`config.mk`:
```
export PLATFORM = sky130hd
export DESIGN_NAME = gru_step_sequencer
export DESIGN_NICKNAME = d
export VERILOG_FILES = /design/src/rtl/gru_pkg.sv /design/src/rtl/gru_step_sequencer_mul.sv /design/src/rtl/gru_step_sequencer.sv
export SDC_FILE = /design/constraint.sdc
export NUM_CORES = 2
export LEC_CHECK = 0
export BUFFER_PORTS_ARGS = -buffer_cell sky130_fd_sc_hd__buf_4
export CORE_MARGIN = 3
export CORE_UTILIZATION = 35
export CTS_BUF_LIST = sky130_fd_sc_hd__clkbuf_8
export CTS_CLUSTER_DIAMETER = 200
export CTS_CLUSTER_SIZE = 10
export DETAILED_ROUTE_END_ITERATION = 16
export GPL_ROUTABILITY_DRIVEN = 0
export GPL_TIMING_DRIVEN = 0
export SYNTH_ARGS = -nofsm -noshare
export SYNTH_HDL_FRONTEND = slang
export SYNTH_SLANG_ARGS = --single-unit
```
`constraint.sdc`:
```
create_clock -name clk -period 28.4 [get_ports clk]
set_input_delay 2.84 -clock clk [delete_from_list [all_inputs] [get_ports clk]]
set_output_delay 2.84 -clock clk [all_outputs]
set_load 0.1 [all_outputs]
```
`src/rtl/gru_pkg.sv`:
```
// Shared definitions for the GRU timestep sequencer: FSM state codes,
// FP32 constants and the default word width.
package gru_pkg;

  localparam int GRU_DATA_WIDTH = 32;

  localparam logic [31:0] FP_ZERO = 32'h0000_0000;
  localparam logic [31:0] FP_ONE  = 32'h3F80_0000;

  localparam int STATE_W = 4;

  localparam logic [3:0] S_IDLE      = 4'd0;
  localparam logic [3:0] S_P0_RUN    = 4'd1;
  localparam logic [3:0] S_P0_REL    = 4'd2;
  localparam logic [3:0] S_RMUL_LD   = 4'd3;
  localparam logic [3:0] S_RMUL_WAIT = 4'd4;
  localparam logic [3:0] S_RMUL_ACK  = 4'd5;
  localparam logic [3:0] S_P1_RUN    = 4'd6;
  localparam logic [3:0] S_P1_REL    = 4'd7;
  localparam logic [3:0] S_COMMIT    = 4'd8;

endpackage

```
`src/rtl/gru_step_sequencer_mul.sv`:
```
// FP32 multiplier with a level start/done handshake: done rises one cycle after
// start and stays high until start falls. Denormals flush to zero, round-to-nearest-even.
module gru_step_sequencer_mul
  import gru_pkg::*;
(
  input  logic        clk,
  input  logic        rstn,
  input  logic        start,
  input  logic [31:0] w,
  input  logic [31:0] x,
  output logic        done,
  output logic [31:0] mult_result
);

  logic               sign;
  logic [7:0]         ea, eb;
  logic [47:0]        mant_a, mant_b, prod;
  logic [22:0]        frac;
  logic               guard, sticky;
  logic [23:0]        rnd;
  logic signed [9:0]  exp_n;
  logic [31:0]        prod_fp;
  logic               done_q, done_d;
  logic [31:0]        res_q, res_d;

  always_comb begin
    sign   = w[31] ^ x[31];
    ea     = w[30:23];
    eb     = x[30:23];
    mant_a = {24'd0, 1'b1, w[22:0]};
    mant_b = {24'd0, 1'b1, x[22:0]};
    prod   = mant_a * mant_b;
    if (prod[47]) begin
      frac   = prod[46:24];
      guard  = prod[23];
      sticky = |prod[22:0];
      exp_n  = $signed({2'b00, ea}) + $signed({2'b00, eb}) - 10'sd126;
    end else begin
      frac   = prod[45:23];
      guard  = prod[22];
      sticky = |prod[21:0];
      exp_n  = $signed({2'b00, ea}) + $signed({2'b00, eb}) - 10'sd127;
    end
    rnd = {1'b0, frac} + {23'd0, guard & (sticky | frac[0])};
    // A rounding carry out of the mantissa leaves rnd[22:0] == 0 and bumps the exponent.
    if (rnd[23]) exp_n = exp_n + 10'sd1;

    if (((ea == 8'hFF) && (w[22:0] != 23'd0)) || ((eb == 8'hFF) && (x[22:0] != 23'd0)) ||
        ((ea == 8'hFF) && (eb == 8'h00)) || ((eb == 8'hFF) && (ea == 8'h00)))
      prod_fp = 32'h7FC0_0000;
    else if ((ea == 8'hFF) || (eb == 8'hFF) || (exp_n >= 10'sd255))
      prod_fp = {sign, 8'hFF, 23'd0};
    else if ((ea == 8'h00) || (eb == 8'h00) || (exp_n <= 10'sd0))
      prod_fp = {sign, FP_ZERO[30:0]};
    else
      prod_fp = {sign, exp_n[7:0], rnd[22:0]};

    done_d = start;
    res_d  = (start && !done_q) ? prod_fp : res_q;
  end

  always_ff @(posedge clk or negedge rstn) begin
    if (!rstn) begin
      done_q <= 1'b0;
      res_q  <= '0;
    end else begin
      done_q <= done_d;
      res_q  <= res_d;
    end
  end

  assign done        = done_q;
  assign mult_result = res_q;

endmodule

```
`src/rtl/gru_step_sequencer.sv`:
```
// One GRU timestep over GRU_UNITS cells: reset-gate pass, r*h_prev on a shared
// multiplier, candidate/update pass, then commit of the hidden-state register.
module gru_step_sequencer
  import gru_pkg::*;
#(
  parameter int DATA_WIDTH     = GRU_DATA_WIDTH,
  parameter int GRU_UNITS      = 3,
  parameter int INPUT_FEATURES = 3,
  parameter int TIMEOUT_CYCLES = 4096
) (
  input  logic                                clk,
  input  logic                                rstn,
  input  logic                                i_start,
  input  logic                                i_clear_hidden,
  input  logic [INPUT_FEATURES*DATA_WIDTH-1:0] i_input_vector_flat,
  output logic [INPUT_FEATURES*DATA_WIDTH-1:0] o_input_vector_flat,
  output logic                                o_cell_start,
  output logic                                o_cell_phase,
  input  logic [GRU_UNITS-1:0]                i_cell_done,
  input  logic [GRU_UNITS*DATA_WIDTH-1:0]     i_cell_out_flat,
  output logic [GRU_UNITS*DATA_WIDTH-1:0]     o_prev_hidden_flat,
  output logic [GRU_UNITS*DATA_WIDTH-1:0]     o_r_mod_hidden_flat,
  output logic [GRU_UNITS*DATA_WIDTH-1:0]     o_hidden_state_flat,
  output logic                                o_busy,
  output logic                                o_done,
  output logic                                o_error,
  output logic [15:0]                         o_step_count,
  output logic [STATE_W-1:0]                  o_dbg_state
);

  localparam int IDX_W = $clog2(GRU_UNITS) + 1;
  localparam int TMR_W = $clog2(TIMEOUT_CYCLES + 1);

  typedef logic [GRU_UNITS-1:0][DATA_WIDTH-1:0] vec_t;

  logic [STATE_W-1:0]                   state_q, state_d;
  logic [TMR_W-1:0]                     timer_q, timer_d;
  logic [IDX_W-1:0]                     idx_q, idx_d;
  logic [GRU_UNITS-1:0]                 mask_q, mask_d;
  vec_t                                 r_q, r_d, h_new_q, h_new_d;
  vec_t                                 hidden_q, hidden_d, r_mod_q, r_mod_d;
  logic [INPUT_FEATURES*DATA_WIDTH-1:0] x_q, x_d;
  logic [DATA_WIDTH-1:0]                mul_w_q, mul_w_d, mul_x_q, mul_x_d;
  logic                                 error_q, error_d;
  logic [15:0]                          step_q, step_d;
  vec_t                                 cell_out;
  logic                                 waiting;
  logic                                 mul_start, mul_done;
  logic [DATA_WIDTH-1:0]                mul_result;

  // Both handshakes are level based: start is held until every done is seen
  // high, then dropped, and the next request waits for every done to fall.
  assign cell_out  = i_cell_out_flat;
  assign waiting   = state_q inside {S_P0_RUN, S_P0_REL, S_RMUL_WAIT, S_RMUL_ACK, S_P1_RUN, S_P1_REL};
  assign mul_start = (state_q == S_RMUL_WAIT);

  always_comb begin
    state_d  = state_q;
    idx_d    = idx_q;
    mask_d   = mask_q;
    r_d      = r_q;
    h_new_d  = h_new_q;
    hidden_d = hidden_q;
    r_mod_d  = r_mod_q;
    x_d      = x_q;
    mul_w_d  = mul_w_q;
    mul_x_d  = mul_x_q;
    error_d  = error_q;
    step_d   = step_q;
    case (state_q)
      S_IDLE: begin
        if (i_clear_hidden) begin
          hidden_d = '0;
          step_d   = '0;
        end else if (i_start) begin
          x_d     = i_input_vector_flat;
          r_d     = '0;
          mask_d  = '0;
          error_d = 1'b0;
          idx_d   = '0;
          state_d = S_P0_RUN;
        end
      end
      S_P0_RUN, S_P1_RUN: begin
        mask_d = mask_q | i_cell_done;
        for (int i = 0; i < GRU_UNITS; i++) begin
          if (i_cell_done[i] && !mask_q[i]) begin
            if (state_q == S_P0_RUN) r_d[i] = cell_out[i];
            else                     h_new_d[i] = cell_out[i];
          end
        end
        if (&mask_d) state_d = (state_q == S_P0_RUN) ? S_P0_REL : S_P1_REL;
      end
      S_P0_REL, S_P1_REL: begin
        if (i_cell_done == '0) begin
          mask_d  = '0;
          state_d = (state_q == S_P0_REL) ? S_RMUL_LD : S_COMMIT;
        end
      end
      S_RMUL_LD: begin
        for (int i = 0; i < GRU_UNITS; i++) begin
          if (idx_q == IDX_W'(i)) begin
            mul_w_d = r_q[i];
            mul_x_d = hidden_q[i];
          end
        end
        state_d = S_RMUL_WAIT;
      end
      S_RMUL_WAIT: begin
        if (mul_done) begin
          for (int i = 0; i < GRU_UNITS; i++)
            if (idx_q == IDX_W'(i)) r_mod_d[i] = mul_result;
          state_d = S_RMUL_ACK;
        end
      end
      S_RMUL_ACK: begin
        if (!mul_done) begin
          if (idx_q == IDX_W'(GRU_UNITS - 1)) begin
            idx_d   = '0;
            state_d = S_P1_RUN;
          end else begin
            idx_d   = idx_q + 1'b1;
            state_d = S_RMUL_LD;
          end
        end
      end
      S_COMMIT: begin
        hidden_d = h_new_q;
        step_d   = step_q + 16'd1;
        state_d  = S_IDLE;
      end
      default: state_d = S_IDLE;
    endcase

    // Abandoning a step keeps the committed hidden state; only the flag is raised.
    if (waiting && (state_d == state_q) && (timer_q == TMR_W'(TIMEOUT_CYCLES - 1))) begin
      error_d = 1'b1;
      state_d = S_IDLE;
    end
    timer_d = (waiting && (state_d == state_q)) ? timer_q + 1'b1 : '0;
  end

  always_ff @(posedge clk or negedge rstn) begin
    if (!rstn) begin
      state_q  <= S_IDLE;
      timer_q  <= '0;
      idx_q    <= '0;
      mask_q   <= '0;
      r_q      <= '0;
      h_new_q  <= '0;
      hidden_q <= '0;
      r_mod_q  <= '0;
      x_q      <= '0;
      mul_w_q  <= '0;
      mul_x_q  <= '0;
      error_q  <= 1'b0;
      step_q   <= '0;
    end else begin
      state_q  <= state_d;
      timer_q  <= timer_d;
      idx_q    <= idx_d;
      mask_q   <= mask_d;
      r_q      <= r_d;
      h_new_q  <= h_new_d;
      hidden_q <= hidden_d;
      r_mod_q  <= r_mod_d;
      x_q      <= x_d;
      mul_w_q  <= mul_w_d;
      mul_x_q  <= mul_x_d;
      error_q  <= error_d;
      step_q   <= step_d;
    end
  end

  gru_step_sequencer_mul u_mul (
    .clk         (clk),
    .rstn        (rstn),
    .start       (mul_start),
    .w           (mul_w_q),
    .x           (mul_x_q),
    .done        (mul_done),
    .mult_result (mul_result)
  );

  assign o_input_vector_flat = x_q;
  assign o_cell_start        = (state_q == S_P0_RUN) || (state_q == S_P1_RUN);
  assign o_cell_phase        = (state_q == S_P1_RUN) || (state_q == S_P1_REL);
  assign o_prev_hidden_flat  = hidden_q;
  assign o_hidden_state_flat = hidden_q;
  assign o_r_mod_hidden_flat = r_mod_q;
  assign o_busy              = (state_q != S_IDLE);
  assign o_done              = (state_q == S_COMMIT);
  assign o_error             = error_q;
  assign o_step_count        = step_q;
  assign o_dbg_state         = state_q;

endmodule

```
==> impl_results.md <==
- Data arrival, critical path: 12,240 ps
- Max-cap viol count: 0
- Die width: 372 um
- Area delta synth->final: 17.2%
- Worst-path fanout max: 10
- Site Rows: 133
- Slew Viols, Final: 0
- Top cells by area, synth: dfrtp_1 33%, fa_1 21%, mux2_2 7.0%
- Worst reg2reg path endpoint: u_mul.mult_result[20]$_DFFE_PN0P_
- Mapped Avg Cell Area: 10.3 um^2
- Die H: around 370 um
- Residual DRC count: 0
- Clock Skew: ~42 ps
- Reg2Reg Setup Slack: 16,760 ps
- Final Critical Period: 11,640 ps
- WL final: 157,000 um
- Mapped cell area: 46,800 um^2
- Vias: 36,549
- GRT overflow: 0
- CTS resizes: 0
- Setup TNS Final: 0 ps
- Core Area: 132,000 um^2
- Synth area leader: dfrtp_1
- Hold Vio Cnt, Final: 0
- CTS max path bufs: 3
- Seq/Total Area, Yosys: 0.330
- Crit path launch: mul_x_q[9]$_DFFE_PN0P_
- End point of the critical path: u_mul.mult_result[20]$_DFFE_PN0P_
- First-pass GRT wire length: about 240,000 um
- CTS Buf Count: 71
- CTS hold repair buffers: 0
- Final Non-Filler Cells: 7,003
- Clock Latency Late Sink: 720 ps
- Htree depth: 3
- Placed Instance Area: 53,700 um^2
- Fin crit share: 0.410
- Post-route cell area: 54,800 um^2
- CTS tree: built
- Setup Viol. Count Final: 0
- VDD IR-drop max: 0.000114 V
- Postcts setup bufs: 0
- Synth Flop Type: dfrtp_1
- Unrepaired setup endpoints after global routing: false
- Layout Nets: 6,105
- Die area: 138,000 um^2
- Sink Count: 617
- Crit-path max cell delay: just under 900 ps
- Ports: 608
- Syn Nets: 5,417
- #FFs+latches synth: 617
- IO buf count: 607
- Layout cell share with drive strength beyond 1: 0.217
- Pin count of the biggest net entering global routing: 117
- RR Startpoint: mul_x_q[9]$_DFFE_PN0P_
- Clock transition at path regs: 70 ps
- Outcome: finished, final reports clean
- Number of global-route vias before repair: 37,832
- CP required: 29,000 ps
- Worst-margin pin slew: 1130 ps
- Crit Path Class: reg2reg
- Most common cell on crit path: fa_1
- CTS root buffer: clkbuf_8
- Asr flop ratio synth: 1.00
- F_max: 0.0859 GHz
- Antenna violations before repair: 13
- EDFF count, synth: 0
- Slowest CP cell: clkbuf_1
- Synth top area share: 0.330
- Via density: roughly 5.2
- Global Route Usage Sum: 0.226
- Remaining antenna violation count: 0
- Initial Util: 0.354
- Rel. slew slack: 0.242
- Pleak: roughly 27 nW
- Placed cell count: 6,918
- HP Class: reg2reg
- Pwr/cell area: about 66 nW/um^2
- Synth warnings: 0
- Routed WL per cell: 22.4 um
- Initial drt markers: 2,820
- Number of library cell types mapped by synthesis: 86
- Critical Path End Type: flop
- Post-Synthesis Cells: 4,548
- HPWL Detailed: 127,000 um
- Fillers: 13,098
- CP Launch Type: flop
- R2R depth: 37
- Worst Hold Path Cells: 1
- Pre-antenna DRT Iters: 6
[power breakdown]
group	total (mW)	switching [mW]	internal [mW]
combinational	1.78	1.29	0.492
clock	0.546	0.317	0.229
sequential	1.26	0.161	1.10
total	3.59	1.77	1.82
[per-layer routing]
metal  wire length, um  vias to the layer above  track usage
met3             12200                      327       0.0495
met4              7780                        4       0.0993
met1             61600                    18614        0.281
met5                34                        -            0
li1                  -                    16158            -
met2             75300                     1446        0.375
[registers in the layout, indices dropped and copies added, names as in the netlist]
register	cells
h_new_q	96
o_hidden_state_flat	96
o_input_vector_flat	96
o_r_mod_hidden_flat	96
r_q	96
mul_w_q	32
mul_x_q	32
u_mul.mult_result	32
o_step_count	16
timer_q	13
o_dbg_state	4
idx_q	3
mask_q	3
o_error	1
u_mul.done	1
[cell families (layout without fill, tap and decap cells)]
logic type,count (synthesis),count (layout),synth area share
multiplexers,371,371,0.0873
AND/OR/NAND/NOR,1158,1158,0.120
other,0,6,0
buffers and inverters,958,1652,0.0856
AO/OA/AOI/OAI,686,686,0.104
adder cells (fa/ha/maj),670,670,0.257
flip-flops,617,617,0.330
XOR/XNOR,88,88,0.0168
[through the flow]
step	hold slack (ps)	setup slack (ps)	utilization	power [mW]
after floorplan	455	19220	-	2.51
after global placement	466	16950	0.405	3.03
after detailed placement	469	16900	0.407	3.06
after CTS	477	16890	0.415	3.61
after global routing	494	16170	0.415	3.76
final	486	16760	0.415	3.59
[cell usage after synthesis, types with 7 or more instances]
| cell type | instances |
|---|---|
| dfrtp_1 | 617 |
| inv_1 | 602 |
| fa_1 | 483 |
| nand2_1 | 435 |
| mux2_2 | 292 |
| and2_1 | 248 |
| nor2_1 | 227 |
| clkbuf_1 | 217 |
| a22o_1 | 214 |
| ha_1 | 187 |
| a21oi_1 | 165 |
| o21ai_0 | 128 |
| buf_4 | 98 |
| mux2i_1 | 78 |
| xnor2_1 | 55 |
| nand3_1 | 50 |
| nor3_1 | 37 |
| nand4_1 | 35 |
| xor2_1 | 32 |
| nor4_1 | 28 |
| buf_1 | 22 |
| nor2b_1 | 18 |
| a211oi_1 | 17 |
| a21o_1 | 15 |
| and3_1 | 15 |
| o211ai_1 | 15 |
| o21ai_1 | 13 |
| buf_2 | 12 |
| o31ai_1 | 11 |
| nand2b_1 | 9 |
| o21a_1 | 9 |
| o21bai_1 | 9 |
| o22a_1 | 9 |
| a31oi_1 | 8 |
| or2_2 | 8 |
| or3_1 | 8 |
| a211o_1 | 7 |
[final cells by class]
class | instances | area [um^2] | area share
clock buffer | 71 | 977 | 0.0178
tap | 1755 | 2200 | 0.0401
buffer | 352 | 1730 | 0.0315
multi-input combinational | 2973 | 27300 | 0.499
antenna | 6 | 15.0 | 0.000274
inverter | 606 | 2270 | 0.0415
timing repair buffer | 615 | 4750 | 0.0867
clock inverter | 8 | 83.8 | 0.00153
sequential | 617 | 15400 | 0.282
[worst min-delay path by stage]
stage                                  from                                  end  slack [ps]
2_1_floorplan          timer_q[0]$_DFF_PN0_                 timer_q[0]$_DFF_PN0_         450
3_3_place_gp            o_error$_DFFE_PN0P_                  o_error$_DFFE_PN0P_         470
3_5_place_dp            o_error$_DFFE_PN0P_                  o_error$_DFFE_PN0P_         470
4_1_cts             h_new_q[21]$_DFFE_PN0P_  o_hidden_state_flat[21]$_DFFE_PN0P_         480
5_1_grt             h_new_q[21]$_DFFE_PN0P_  o_hidden_state_flat[21]$_DFFE_PN0P_         490
6_report       o_step_count[15]$_DFFE_PN0P_         o_step_count[15]$_DFFE_PN0P_         490
[worst max-delay path: cells and delay by family (launching register included)]
| kind | cells | cell delay, ps |
|---|---|---|
| flops | 1 | 760 |
| fa+ha+maj | 9 | 4170 |
| compound gates | 8 | 2150 |
| buf+inv | 12 | 3060 |
| simple gates | 8 | 1390 |
[placed cells by master, fill, tap and decap left out, types with 165 or more instances in the layout]
cell type  Yosys  final
mux2_2       292    292
ha_1         187    187
fa_1         483    483
inv_1        602    602
dfrtp_1      617    617
nand2_1      435    435
clkbuf_1     217    217
a21oi_1      165    165
nor2_1       227    227
a22o_1       214    214
buf_4         98    705
and2_1       248    248
(Power assumes the default switching activity.)
